### config.mk
export PLATFORM = sky130hd
export DESIGN_NAME = seq_pattern_tx_flat
export DESIGN_NICKNAME = d
export VERILOG_FILES = /design/src/rtl/seq_pattern_tx_if.sv /design/src/rtl/seq_pattern_tx.sv /design/src/flat_wrapper.sv
export SDC_FILE = /design/constraint.sdc
export NUM_CORES = 1
export LEC_CHECK = 0
export BUFFER_PORTS_ARGS = -buffer_cell sky130_fd_sc_hd__buf_2
export CORE_UTILIZATION = 45
export DETAILED_ROUTE_END_ITERATION = 10
export GPL_TIMING_DRIVEN = 0
export PLACE_DENSITY_LB_ADDON = 0.08
export SLEW_MARGIN = 20
export SYNTH_ARGS = -nofsm -noshare
export SYNTH_HDL_FRONTEND = slang
export SYNTH_SLANG_ARGS = --single-unit
### constraint.sdc
create_clock -name i_clk -period 2.63 [get_ports i_clk]
set_input_delay 0.526 -clock i_clk [delete_from_list [all_inputs] [get_ports i_clk]]
set_output_delay 0.526 -clock i_clk [all_outputs]
set_load 0.005 [all_outputs]
### src/rtl/seq_pattern_tx_if.sv
// rtl/seq_pattern_tx_if.sv - request/status bundle for the serial pattern transmitter
interface seq_pattern_tx_if #(
    parameter int WIDTH = 8,
    parameter int LEN_W = 4,
    parameter int REP_W = 4
);
    logic             start;
    logic [WIDTH-1:0] pattern;
    logic [LEN_W-1:0] len;
    logic [REP_W-1:0] reps;
    logic             out;
    logic             out_valid;
    logic             busy;
    logic             done;
    logic             err;

    modport master (
        output start, pattern, len, reps,
        input  out, out_valid, busy, done, err
    );

    modport slave (
        input  start, pattern, len, reps,
        output out, out_valid, busy, done, err
    );
endinterface

### src/rtl/seq_pattern_tx.sv
// rtl/seq_pattern_tx.sv - bit-serial MSB-first pattern transmitter with repeat count
module seq_pattern_tx #(
    parameter int WIDTH = 8,
    parameter int LEN_W = 4,
    parameter int REP_W = 4
) (
    input  logic              i_clk,
    input  logic              i_rst,
    seq_pattern_tx_if.slave   io_bus
);
    typedef enum logic [1:0] {S_IDLE, S_SEND, S_DONE} state_t;

    localparam logic [LEN_W-1:0] LP_WIDTH = LEN_W'(WIDTH);
    localparam logic [LEN_W-1:0] LP_ONE_L = LEN_W'(1);
    localparam logic [REP_W-1:0] LP_ONE_R = REP_W'(1);

    state_t           r_state, w_state_nxt;
    logic [WIDTH-1:0] r_pat, w_pat_src, w_shifted;
    logic [LEN_W-1:0] r_len, r_idx, w_idx_nxt;
    logic [REP_W-1:0] r_rep, w_rep_nxt;
    logic             r_out, r_err;
    logic             w_out_nxt, w_err_nxt, w_load, w_len_ok;

    assign w_len_ok = (io_bus.len != '0) && (io_bus.len <= LP_WIDTH);

    // r_idx always names the bit currently on the line, so the first bit is
    // loaded into r_out on the accepting edge itself.
    always_comb begin
        w_state_nxt = r_state;
        w_idx_nxt   = r_idx;
        w_rep_nxt   = r_rep;
        w_load      = 1'b0;
        w_err_nxt   = 1'b0;
        unique case (r_state)
            S_SEND: begin
                if (r_idx != '0) begin
                    w_idx_nxt = r_idx - LP_ONE_L;
                end else if (r_rep != '0) begin
                    w_rep_nxt = r_rep - LP_ONE_R;
                    w_idx_nxt = r_len - LP_ONE_L;
                end else begin
                    w_state_nxt = S_DONE;
                end
            end
            default: begin
                w_state_nxt = S_IDLE;
                if (io_bus.start) begin
                    if (w_len_ok) begin
                        w_state_nxt = S_SEND;
                        w_load      = 1'b1;
                        w_idx_nxt   = io_bus.len - LP_ONE_L;
                        w_rep_nxt   = io_bus.reps;
                    end else begin
                        w_err_nxt   = 1'b1;
                    end
                end
            end
        endcase
        w_pat_src = w_load ? io_bus.pattern : r_pat;
        w_shifted = w_pat_src >> w_idx_nxt;
        w_out_nxt = (w_state_nxt == S_SEND) & w_shifted[0];
    end

    always_ff @(posedge i_clk or posedge i_rst) begin
        if (i_rst) begin
            r_state <= S_IDLE;
            r_idx   <= '0;
            r_rep   <= '0;
            r_pat   <= '0;
            r_len   <= '0;
            r_out   <= 1'b0;
            r_err   <= 1'b0;
        end else begin
            r_state <= w_state_nxt;
            r_idx   <= w_idx_nxt;
            r_rep   <= w_rep_nxt;
            r_out   <= w_out_nxt;
            r_err   <= w_err_nxt;
            if (w_load) begin
                r_pat <= io_bus.pattern;
                r_len <= io_bus.len;
            end
        end
    end

    assign io_bus.out       = r_out;
    assign io_bus.out_valid = (r_state == S_SEND);
    assign io_bus.busy      = (r_state == S_SEND);
    assign io_bus.done      = (r_state == S_DONE);
    assign io_bus.err       = r_err;
endmodule
### src/flat_wrapper.sv
// flat-port wrapper written by rule: the top's interface ports become plain ports
module seq_pattern_tx_flat 
#(
    parameter int WIDTH = 8,
    parameter int LEN_W = 4,
    parameter int REP_W = 4
)
  (i_clk, i_rst, io_bus_start, io_bus_pattern, io_bus_len, io_bus_reps, io_bus_out, io_bus_out_valid, io_bus_busy, io_bus_done, io_bus_err);
  seq_pattern_tx_if #(.WIDTH(WIDTH), .LEN_W(LEN_W), .REP_W(REP_W)) io_bus_i ();
  input  logic i_clk;
  input  logic i_rst;
  input wire logic [$bits(io_bus_i.start)-1:0] io_bus_start;
  input wire logic [$bits(io_bus_i.pattern)-1:0] io_bus_pattern;
  input wire logic [$bits(io_bus_i.len)-1:0] io_bus_len;
  input wire logic [$bits(io_bus_i.reps)-1:0] io_bus_reps;
  output wire logic [$bits(io_bus_i.out)-1:0] io_bus_out;
  output wire logic [$bits(io_bus_i.out_valid)-1:0] io_bus_out_valid;
  output wire logic [$bits(io_bus_i.busy)-1:0] io_bus_busy;
  output wire logic [$bits(io_bus_i.done)-1:0] io_bus_done;
  output wire logic [$bits(io_bus_i.err)-1:0] io_bus_err;
  assign io_bus_i.start = io_bus_start;
  assign io_bus_i.pattern = io_bus_pattern;
  assign io_bus_i.len = io_bus_len;
  assign io_bus_i.reps = io_bus_reps;
  assign io_bus_out = io_bus_i.out;
  assign io_bus_out_valid = io_bus_i.out_valid;
  assign io_bus_busy = io_bus_i.busy;
  assign io_bus_done = io_bus_i.done;
  assign io_bus_err = io_bus_i.err;
  seq_pattern_tx #(.WIDTH(WIDTH), .LEN_W(LEN_W), .REP_W(REP_W)) u_core (.i_clk(i_clk), .i_rst(i_rst), .io_bus(io_bus_i));
endmodule
# == Word level (Yosys, flattened, before mapping) ==
# Index checks and enable logic that the tools add are counted.
# totals
regBits,24
# op_classes
addsub,4
n_reduce_logical,7
n_mux,22
bitwise_logic,1
shift,1
eq_ne,5
order_cmp,1
# ops
operator,n
$mux 4,10
$sub 4x1->4 const B,4
$reduce_bool 4->1,3
$mux 2,4
$mux 8,1
$shr 8x4->1,1
$mux 1,7
$eq 2x1->1 const B,2
$le 4x4->1 const B,1
$reduce_and 4->1,1
$reduce_bool 2->1,2
$eq 2x2->1 const B,1
$ne 2x1->1 const B,1
$ne 2x2->1 const B,1
$and 1x1->1,1
$logic_and 1x1->1,1

# == Logic depth before layout (Yosys ltp) ==
# Gate-level depths: netlist of run 1.
# depth
ltp_word,8
depth_mapped,10
depth_no_buf,9

# == Worst setup path after synthesis of run 1 ==
# No wires, ideal clock.
# synth_timing
path_type,input to register
startpoint,input io_bus_len[0]
endpoint,register u_core.r_out (netlist: u_core.io_bus.out)
path_buffers,0
slack_ps,-187
required_ps,2498
stages,9
setup_ps,132
t_arrival_ps,2684
path_cell_list,inv_1 -> ha_1 -> nor2b_4 -> mux2_4 -> mux2_4 -> a21oi_4 -> mux2_2 -> a2111oi_0 -> o41ai_2
# synth_via
word_cells_on_any_way,17
# synth_lines
item,line,source
"start, declared",flat_wrapper.sv:14,input wire logic [$bits(io_bus_i.len)-1:0] io_bus_len;
$le 4x4->1 or $reduce_bool 4->1 (tied branches),seq_pattern_tx.sv:24,assign w_len_ok = (io_bus.len != '0) && (io_bus.len <= LP_WIDTH);
$logic_and 1x1->1,seq_pattern_tx.sv:24,
$mux 4 *,seq_pattern_tx.sv:48,if (w_len_ok) begin
$mux 4 *,seq_pattern_tx.sv:47,if (io_bus.start) begin
$mux 4 *,seq_pattern_tx.sv:34,unique case (r_state)
net u_core.w_idx_nxt[1],seq_pattern_tx.sv:19,"logic [LEN_W-1:0] r_len, r_idx, w_idx_nxt;"
$shr 8x4->1 *,seq_pattern_tx.sv:60,w_shifted = w_pat_src >> w_idx_nxt;
$and 1x1->1 *,seq_pattern_tx.sv:61,w_out_nxt = (w_state_nxt == S_SEND) & w_shifted[0];
net u_core.w_out_nxt,seq_pattern_tx.sv:22,"logic w_out_nxt, w_err_nxt, w_load, w_len_ok;"
"end signal, assigned",seq_pattern_tx.sv:77,r_out <= w_out_nxt;
"end, declared",seq_pattern_tx.sv:21,"logic r_out, r_err;"
# The timed path passes the listed nets; every way through them passes the cells marked *.
# A chain may end at the register's enable or synchronous reset.

# == Worst setup path in the final report of run 1 ==
# Ends and elaborated chain as after synthesis.

==> impl_metrics.csv, run 1 <==
group,metric,value,unit
setup_path,arrival,2.81,ns
placement,gp_congestion,0.817,
power_and_ir_drop,vdd_drop_max,0.513,mV
layout,nFillCells,303,
die,rows,20,
route,wirelength,3450,µm
route,detail-route-antenna-nets,0,
setup_path,reg2reg_slack,0.06,ns
grt,grt_pass1_vias,1214,
placement,numPortBuffers,23,
route,maxUsedRoutingLayer,"met4",
sta,setup_viol,0,
clock_tree,clk_latency,0.32,ns
clock_tree,cts_hold_buffers,0,
grt,grt-ovfl-total,0,
die,coreArea,3150,µm²
setup_path,critical_path.max_fanout,6,
setup_path,crit_family,"multiplexers",
grt,grt_pass1_wl,5710,µm
sta,max_freq,0.384,GHz
placement,dpl.cell_count,236,
setup_path,worst-setup-path-type,"in2reg",
power_and_ir_drop,p_leak,0.864,nW
layout,diodes,0,
route,drc_errors,0,
route,drt_first_pass_iters,4,
sta,period_needed,2.60,ns
sta,finClkSkew,0.00219,ns
status,status,"complete, no violations",
grt,antenna_found_initial,0,
clock_tree,clk_pin_slew_worst_paths,0.14,ns
layout,multiInputGateArea,888,µm²
sta,slew_headroom,0.385,
job,cap_violations,0,
layout,fin_util,0.583,
route,via_count,1342,
route,via_per_inst,5.48,
clock_tree,cts_root_buf,"clkbuf_4",
layout,register_area,602,µm²
sta,finalSetupTns,0,ns
setup_path,r2r-end,"u_core.io_bus.out$_DFF_PP0_",
layout,fin_nets,225,
route,wl_per_cell,14.1,µm
clock_tree,cts.path.max_buffers,2,
setup_path,r2r_cells,10,
die,die-height,60.5,µm
synth,ys_ff_latch,24,
synth,yosys-top-cells-area,"dfrtp_1, nand2_1, o21ai_0",
grt,grt_start_max_net_pins,25,
synth,synth_flop_cell,"dfrtp_1",
synth,synth_edf_count,0,
grt,track_usage,0.212,
power_and_ir_drop,powerDensity,1150,nW/µm²
die,pin_count,24,
synth,syn_nets,192,
synth,yosys_warnings,0,
sta,rsz0062_at_grt,"true",
sta,hold_viol,0,
synth,syn_inst,169,
clock_tree,cts_tree,"done",
placement,hpwl,2590,µm
die,dieWidth,60.5,µm
layout,drive_gt1_frac,0.294,
setup_path,critPathCaptureType,"register",
sta,whs,0.381,ns
route,met2_length,1600,µm
die,die_area,3660,µm²
clock_tree,cts-htree-levels,1,
synth,syn-cell-area,1540,µm²
setup_path,cp.required,2.84,ns
synth,synth_top_area_share,0.390,
layout,area_growth,19.4,%
route,drt-initial-drc-count,61,
synth,postSynth.asyncResetShare,1.00,
power_and_ir_drop,p_total,2.11,mW
sta,slew_violations,0,
setup_path,critPathBufInv,2,
setup_path,worst_setup_path_start_kind,"input port",
layout,fin_cells,245,
route,dr_wl_met3,110,µm
route,wl_met1,1700,µm
synth,yosys.area.top_type,"dfrtp_1",
synth,synth-seq-area-share,0.390,
hold_path,hold_path_class,"in2async",
clock_tree,cts_made_buffers,3,
setup_path,rr_startpoint,"u_core.r_rep[1]$_DFFE_PP0P_",
setup_path,cp_slowest_cell,"mux2_4",
sta,tightest_slew,0.922,ns
setup_path,slowest_delay,0.37,ns
clock_tree,clock-sinks,24,
synth,synth.distinct_cells,46,
synth,syn_avg_cell_area,9.11,µm²
setup_path,crit_chain,"buf_2, inv_1, ha_2, nor2b_4, mux2_4, mux2_4, a21oi_4, mux2_4, a2111oi_4, o41ai_2",
die,start_util,0.488,
sta,fin_crit_sh,0.990,
setup_path,crit_top_cell,"mux2_4",
[cell type report]
| class | instances | area share |
|---|---|---|
| Timing Repair Buffer | 28 | 0.0830 |
| Multi-Input combinational cell | 125 | 0.483 |
| Buffer | 6 | 0.0191 |
| Inverter | 14 | 0.0286 |
| Tap cell | 44 | 0.0300 |
| Sequential cell | 24 | 0.327 |
| Clock inverter | 1 | 0.0163 |
| Clock buffer | 3 | 0.0123 |
[flip-flops by register name, indices dropped and copies added, names as in the netlist]
signal / count
u_core.io_bus.out: 1
u_core.r_len: 4
u_core.r_pat: 8
u_core.r_idx: 4
u_core.r_state: 2
u_core.io_bus.err: 1
u_core.r_rep: 4
[worst max path at each step]
stage / startpoint / endpoint / cells after the start
floorplan: io_bus_len[0] / u_core.io_bus.out$_DFF_PP0_ / 9
global placement: io_bus_len[0] / u_core.io_bus.out$_DFF_PP0_ / 10
detailed placement: io_bus_len[0] / u_core.io_bus.out$_DFF_PP0_ / 10
CTS: io_bus_len[0] / u_core.io_bus.out$_DFF_PP0_ / 10
global route: io_bus_len[0] / u_core.io_bus.out$_DFF_PP0_ / 10
finish: io_bus_len[0] / u_core.io_bus.out$_DFF_PP0_ / 10
[worst reg2reg max path, stage by stage (launching register included)]
cell	delay, ns
dfrtp_1	0.40
inv_1	0.08
ha_2	0.18
or3b_1	0.36
buf_6	0.15
or3_4	0.37
a31o_4	0.24
o21a_4	0.14
mux2_4	0.21
o22ai_2	0.06
o41ai_2	0.31
[cells in the final DEF, fill, tap and decap left out, types with 2 or more instances in the layout]
cell      Yosys  routed
nor3b_1       2       2
buf_4         1       6
xor2_1        2       2
xnor2_1       2       2
a22oi_1       2       2
clkbuf_1      4       3
a31oi_1       3       3
nand3_1       5       5
and3_1        2       2
nand2_1      30      30
mux2_2        3       2
nor3_1        6       6
a21oi_1      10      10
nor2_1        8       8
nor2b_1       3       3
mux2_4        3       4
buf_2         0      23
mux2i_1       2       2
clkbuf_4      0       3
inv_1        14      13
ha_1          4       2
dfrtp_1      24      23
o21ai_0      12      12
nor2b_4       2       2
ha_2          0       2
[per-stage QoR]
step	area [µm²]	setup slack, ns
final	1840	0.0258
after global routing	1840	-0.0249
after CTS	1790	0.0432
after detailed placement	1730	-0.289
after global placement	1730	-0.285
after floorplan	1560	0.0179
[layer usage]
metal / up-vias / track usage
li1: 660 / -
met1: 643 / 0.310
met2: 33 / 0.327
met3: 6 / 0.0235
met4: 0 / 0.0714
met5: - / 0
[power breakdown]
part           leakage [nW]  switching (mW)  internal, mW
combinational         0.537           0.639         0.559
clock                0.0279           0.117         0.154
sequential            0.298           0.116         0.525
[synth_stat cells, types with 2 or more instances]
cell,count
a2111oi_0,2
a21oi_1,10
a22oi_1,2
a31oi_1,3
and3_1,2
clkbuf_1,4
dfrtp_1,24
ha_1,4
inv_1,14
mux2_2,3
mux2_4,3
mux2i_1,2
nand2_1,30
nand3_1,5
nor2_1,8
nor2b_1,3
nor2b_4,2
nor3_1,6
nor3b_1,2
o21ai_0,12
xnor2_1,2
xor2_1,2
[timing repair]
| action | 4_1_cts | 5_1_grt |
|---|---|---|
| setup buffers | 0 | 5 |
| gates resized for setup | 0 | 6 |
| endpoints found under the setup margin | 0 | 2 |
[cells by family after synthesis]
kind of cell / share of synthesized area
simple gates: 0.243
fa+ha+maj: 0.0325
mux: 0.0732
flops: 0.390
xor+xnor: 0.0228
compound gates: 0.182
buf+inv: 0.0561
Note: power is estimated with default switching activity, not from simulation.
==> run 2, diff against run 1 <==
Settings changed: PLACE_DENSITY set to 0.71, PLACE_DENSITY_LB_ADDON 0.08 to unset.
==> impl_metrics.csv, run 2 (synthesized netlist as in run 1, its figures left out) <==
group,metric,value,unit
status,status,"complete, no violations",
sta,fin_crit_sh,0.975,
route,drc_errors,0,
setup_path,worst-setup-path-type,"in2reg",
sta,max_freq,0.390,GHz
die,rows,20,
grt,grt_start_max_net_pins,25,
clock_tree,cts-htree-levels,1,
layout,fin_nets,221,
placement,hpwl,2620,µm
route,wl_per_cell,14.2,µm
grt,grt_pass1_vias,1242,
setup_path,critPathCaptureType,"register",
setup_path,critical_path.max_fanout,5,
layout,largest-register,"u_core.r_pat",
die,coreArea,3150,µm²
power_and_ir_drop,p_leak,0.823,nW
job,cap_violations,0,
setup_path,worst_setup_path_start_kind,"input port",
power_and_ir_drop,internal-power,1.14,mW
layout,layout_commonest_cell,"nand2_1",
clock_tree,clk_pin_slew_worst_paths,0.13,ns
power_and_ir_drop,p_comb_frac,0.592,
clock_tree,cts_made_buffers,3,
power_and_ir_drop,p_seq_frac,0.326,
sta,tightest_slew,0.901,ns
route,wirelength,3410,µm
layout,nFillCells,306,
clock_tree,cts.path.max_buffers,2,
placement,place_area,1730,µm²
grt,antenna_found_initial,0,
power_and_ir_drop,p_sw,0.877,mW
power_and_ir_drop,vdd_drop_max,0.514,mV
placement,numPortBuffers,23,
sta,fin_ws,0.0647,ns
sta,finClkSkew,0.00610,ns
grt,grt-ovfl-total,0,
placement,gp_congestion,0.920,
layout,area_growth,16.7,%
die,die-height,60.5,µm
clock_tree,cts_hold_buffers,0,
die,start_util,0.488,
power_and_ir_drop,powerDensity,1120,nW/µm²
sta,setup_viol,0,
sta,rsz0062_at_grt,"true",
sta,period_needed,2.57,ns
die,die_area,3660,µm²
sta,slew_headroom,0.399,
die,dieWidth,60.5,µm
sta,slew_violations,0,
power_and_ir_drop,power_frac_clock,0.081,
route,via_count,1299,
setup_path,arrival,2.77,ns
layout,fin_util,0.569,
power_and_ir_drop,swShare,0.435,
layout,drive_gt1_frac,0.306,
clock_tree,cts_tree,"done",
die,pin_count,24,
clock_tree,clock-sinks,24,
route,drt_first_pass_iters,6,
clock_tree,clk_latency,0.32,ns
route,via_per_inst,5.41,
sta,hold_viol,0,
layout,diodes,0,
layout,fin_area,1800,µm²
hold_path,hold_path_class,"in2async",
route,drt-initial-drc-count,51,
placement,post-place-ws,-0.290,ns
route,detail-route-antenna-nets,0,
setup_path,cp.required,2.83,ns
layout,largest_reg_flops,8,
grt,track_usage,0.210,
grt,grt_pass1_wl,5690,µm
clock_tree,cts_root_buf,"clkbuf_4",
layout,final_cell_mix,"nand2_1, buf_2, dfrtp_1",
## run 2: final timing paths
check                                     startpoint                          end  slack (ns)  depth (start not counted)
max                                    io_bus_len[0]  u_core.io_bus.out$_DFF_PP0_        0.06                         10
min                                            i_rst  u_core.r_rep[0]$_DFFE_PP0P_        0.37                          2
max reg2reg                u_core.r_idx[0]$_DFF_PP0_  u_core.io_bus.out$_DFF_PP0_        0.07                          9
min reg2reg                u_core.r_pat[0]$_DFF_PP0_    u_core.r_pat[0]$_DFF_PP0_        0.49                          2
max in group asynchronous                      i_rst    u_core.r_idx[0]$_DFF_PP0_        1.64                          2
min in group i_clk                 io_bus_pattern[5]    u_core.r_pat[5]$_DFF_PP0_        0.41                          3
## run 2: metal layers
| metal | wire length, µm | share of wire | GRT usage |
|---|---|---|---|
| met1 | 1620 | 0.47 | 0.280 |
| met5 | 0 | 0 | 0 |
| met4 | 32 | 0.0094 | 0.0682 |
| met2 | 1650 | 0.48 | 0.361 |
| met3 | 108 | 0.032 | 0.0192 |
## run 2: power by group through the flow
| stage | sequential [mW] | clock [mW] | combinational (mW) |
|---|---|---|---|
| finish | 0.657 | 0.164 | 1.19 |
| CTS | 0.641 | 0.165 | 1.10 |
| detailed placement | 0.650 | 0 | 1.10 |
| global route | 0.679 | 0.174 | 1.33 |
| global placement | 0.640 | 0 | 1.07 |
| floorplan | 0.620 | 0 | 0.885 |
## run 2: critical path, stage by stage
cell and delay, ns:
buf_2 0.13, inv_1 0.10, ha_2 0.19, nor2b_4 0.21, mux2_4 0.37, mux2_4 0.32, a21oi_4 0.17, mux2_4 0.33
a2111oi_4 0.32, o41ai_2 0.09
## run 2: area by class of cell
type	instances	area (µm²)	share of cell area
multi-input combinational	125	907	0.505
sequential	24	602	0.335
timing repair buffer	25	130	0.0725
inverter	14	55.1	0.0307
tap	44	55.1	0.0307
buffer	5	23.8	0.0132
clock buffer	3	22.5	0.0125
## run 2: metrics by stage
stage               cells  total power, mW  hold slack, ns  setup TNS (ns)
global route          240             2.18           0.426        -0.00462
detailed placement    236             1.75           0.467          -0.549
floorplan             169             1.50           0.446               0
global placement      236             1.71           0.465          -0.278
finish                240             2.01           0.373               0
CTS                   239             1.91           0.411               0
## run 2: repair_timing
| action | in CTS | in global routing |
|---|---|---|
| setup endpoints to repair | 0 | 4 |
| buffers inserted | 0 | 2 |
| gates resized for setup | 0 | 14 |
==> run 3, diff against run 2 <==
Settings changed: CORE_UTILIZATION 45 to 35, GPL_TIMING_DRIVEN 0 to 1, PLACE_DENSITY 0.71 to 0.59.
==> impl_metrics.csv, run 3 (synthesized netlist as in run 1, its figures left out) <==
group,metric,value,unit
placement,hpwl,2750,µm
layout,drive_gt1_frac,0.320,
sta,slew_headroom,0.557,
die,rows,23,
grt,grt-ovfl-total,0,
die,die-height,68.3,µm
sta,hold_viol,0,
route,drt_first_pass_iters,4,
setup_path,rr_startpoint,"u_core.r_idx[1]$_DFF_PP0_",
sta,whs,0.295,ns
setup_path,worstSetupStartpoint,"u_core.r_idx[1]$_DFF_PP0_",
sta,tightest_slew,0.661,ns
placement,numPortBuffers,23,
clock_tree,clk_pin_slew_worst_paths,0.08,ns
clock_tree,cts_root_buf,"clkbuf_8",
layout,largest_reg_flops,8,
setup_path,cp.required,2.80,ns
route,drc_errors,0,
grt,grt_pass1_vias,1181,
layout,layout_commonest_cell,"nand2_1",
route,wl_per_cell,14.1,µm
layout,fin_area,1890,µm²
layout,fin_nets,231,
clock_tree,cts_made_buffers,3,
sta,slew_violations,0,
setup_path,worst_setup_path_start_kind,"register",
power_and_ir_drop,p_leak,0.901,nW
hold_path,hold_path_class,"in2async",
clock_tree,cts_resized,0,
clock_tree,cts-htree-levels,1,
grt,grt_pass1_wl,5820,µm
power_and_ir_drop,p_total,2.08,mW
sta,finalSetupTns,0,ns
sta,fin_crit_sh,0.948,
route,detail-route-antenna-nets,0,
power_and_ir_drop,powerDensity,1100,nW/µm²
sta,max_freq,0.401,GHz
layout,area_growth,22.8,%
setup_path,worst-setup-path-type,"reg2reg",
clock_tree,cts.path.max_buffers,2,
layout,diodes,0,
sta,finClkSkew,0.00303,ns
route,drt-initial-drc-count,45,
sta,period_needed,2.49,ns
clock_tree,clk_latency,0.26,ns
status,status,"complete, no violations",
setup_path,arrival,2.66,ns
layout,fin_cells,256,
die,dieWidth,68.3,µm
setup_path,critPathCaptureType,"register",
placement,gp_congestion,0.853,
die,pin_count,24,
job,cap_violations,0,
die,start_util,0.374,
layout,final_cell_mix,"nand2_1, dfrtp_1, buf_2",
power_and_ir_drop,vdd_drop_max,0.362,mV
layout,largest-register,"u_core.r_pat",
route,wirelength,3610,µm
grt,grt_start_max_net_pins,25,
sta,fin_ws,0.137,ns
clock_tree,post-cts-setup-buffer-count,0,
layout,fin_util,0.459,
die,die_area,4670,µm²
grt,antenna_found_initial,0,
route,via_per_inst,4.98,
placement,dpl.cell_count,253,
clock_tree,cts_tree,"done",
grt,track_usage,0.170,
route,via_count,1274,
placement,place_area,1840,µm²
placement,post-place-ws,-0.0301,ns
clock_tree,cts_hold_buffers,0,
die,coreArea,4120,µm²
sta,setup_viol,0,
clock_tree,clock-sinks,24,
setup_path,critical_path.max_fanout,4,
## run 3: cell types whose count changed in the layout (fill, tap and decap cells not counted), moves of 2 or more
cell and change:
buf_4 +14, clkbuf_1 -3, clkbuf_4 -3, clkbuf_8 +3, ha_1 +2, ha_2 -2, inv_1 +3, inv_2 -2
## run 3: cell type report
type	count	area (µm²)
inverters	14	52.6
multi-input cells	125	890
repair buffers	40	243
fillers	424	2230
well taps	50	62.6
flip-flops and latches	24	601
clock buffers	3	41.3
## run 3: metal layers
metal  wire length, µm  GRT usage  vias up
met3                95     0.0267        2
met5                 0          0        -
met2              1630      0.263       22
met4                28     0.0469        0
li1                  -          -      664
met1              1860      0.242      586
## run 3: critical path: stages (launching register included)
cell and delay, ns:
dfrtp_1 0.41, inv_1 0.11, ha_1 0.19, or3b_4 0.42, or3_4 0.35, a31o_4 0.25, o21a_4 0.14, mux2_4 0.20
o22ai_2 0.06, o41ai_2 0.27
## run 3: where the power goes
part / switching [mW] / leakage (nW) / internal [mW]
Sequential: 0.119 / 0.299 / 0.525
Clock: 0.115 / 0.0216 / 0.102
Combinational: 0.637 / 0.581 / 0.578
## run 3: final timing paths
check	depth (start not counted)	slack (ns)	end
min	3	0.29	u_core.r_pat[6]$_DFF_PP0_
max reg2reg	9	0.14	u_core.io_bus.out$_DFF_PP0_
min reg2reg	2	0.49	u_core.r_pat[1]$_DFF_PP0_
min in group i_clk	3	0.47	u_core.r_pat[5]$_DFF_PP0_
max	9	0.14	u_core.io_bus.out$_DFF_PP0_
max in group asynchronous	3	2.10	u_core.r_state[1]$_DFF_PP0_
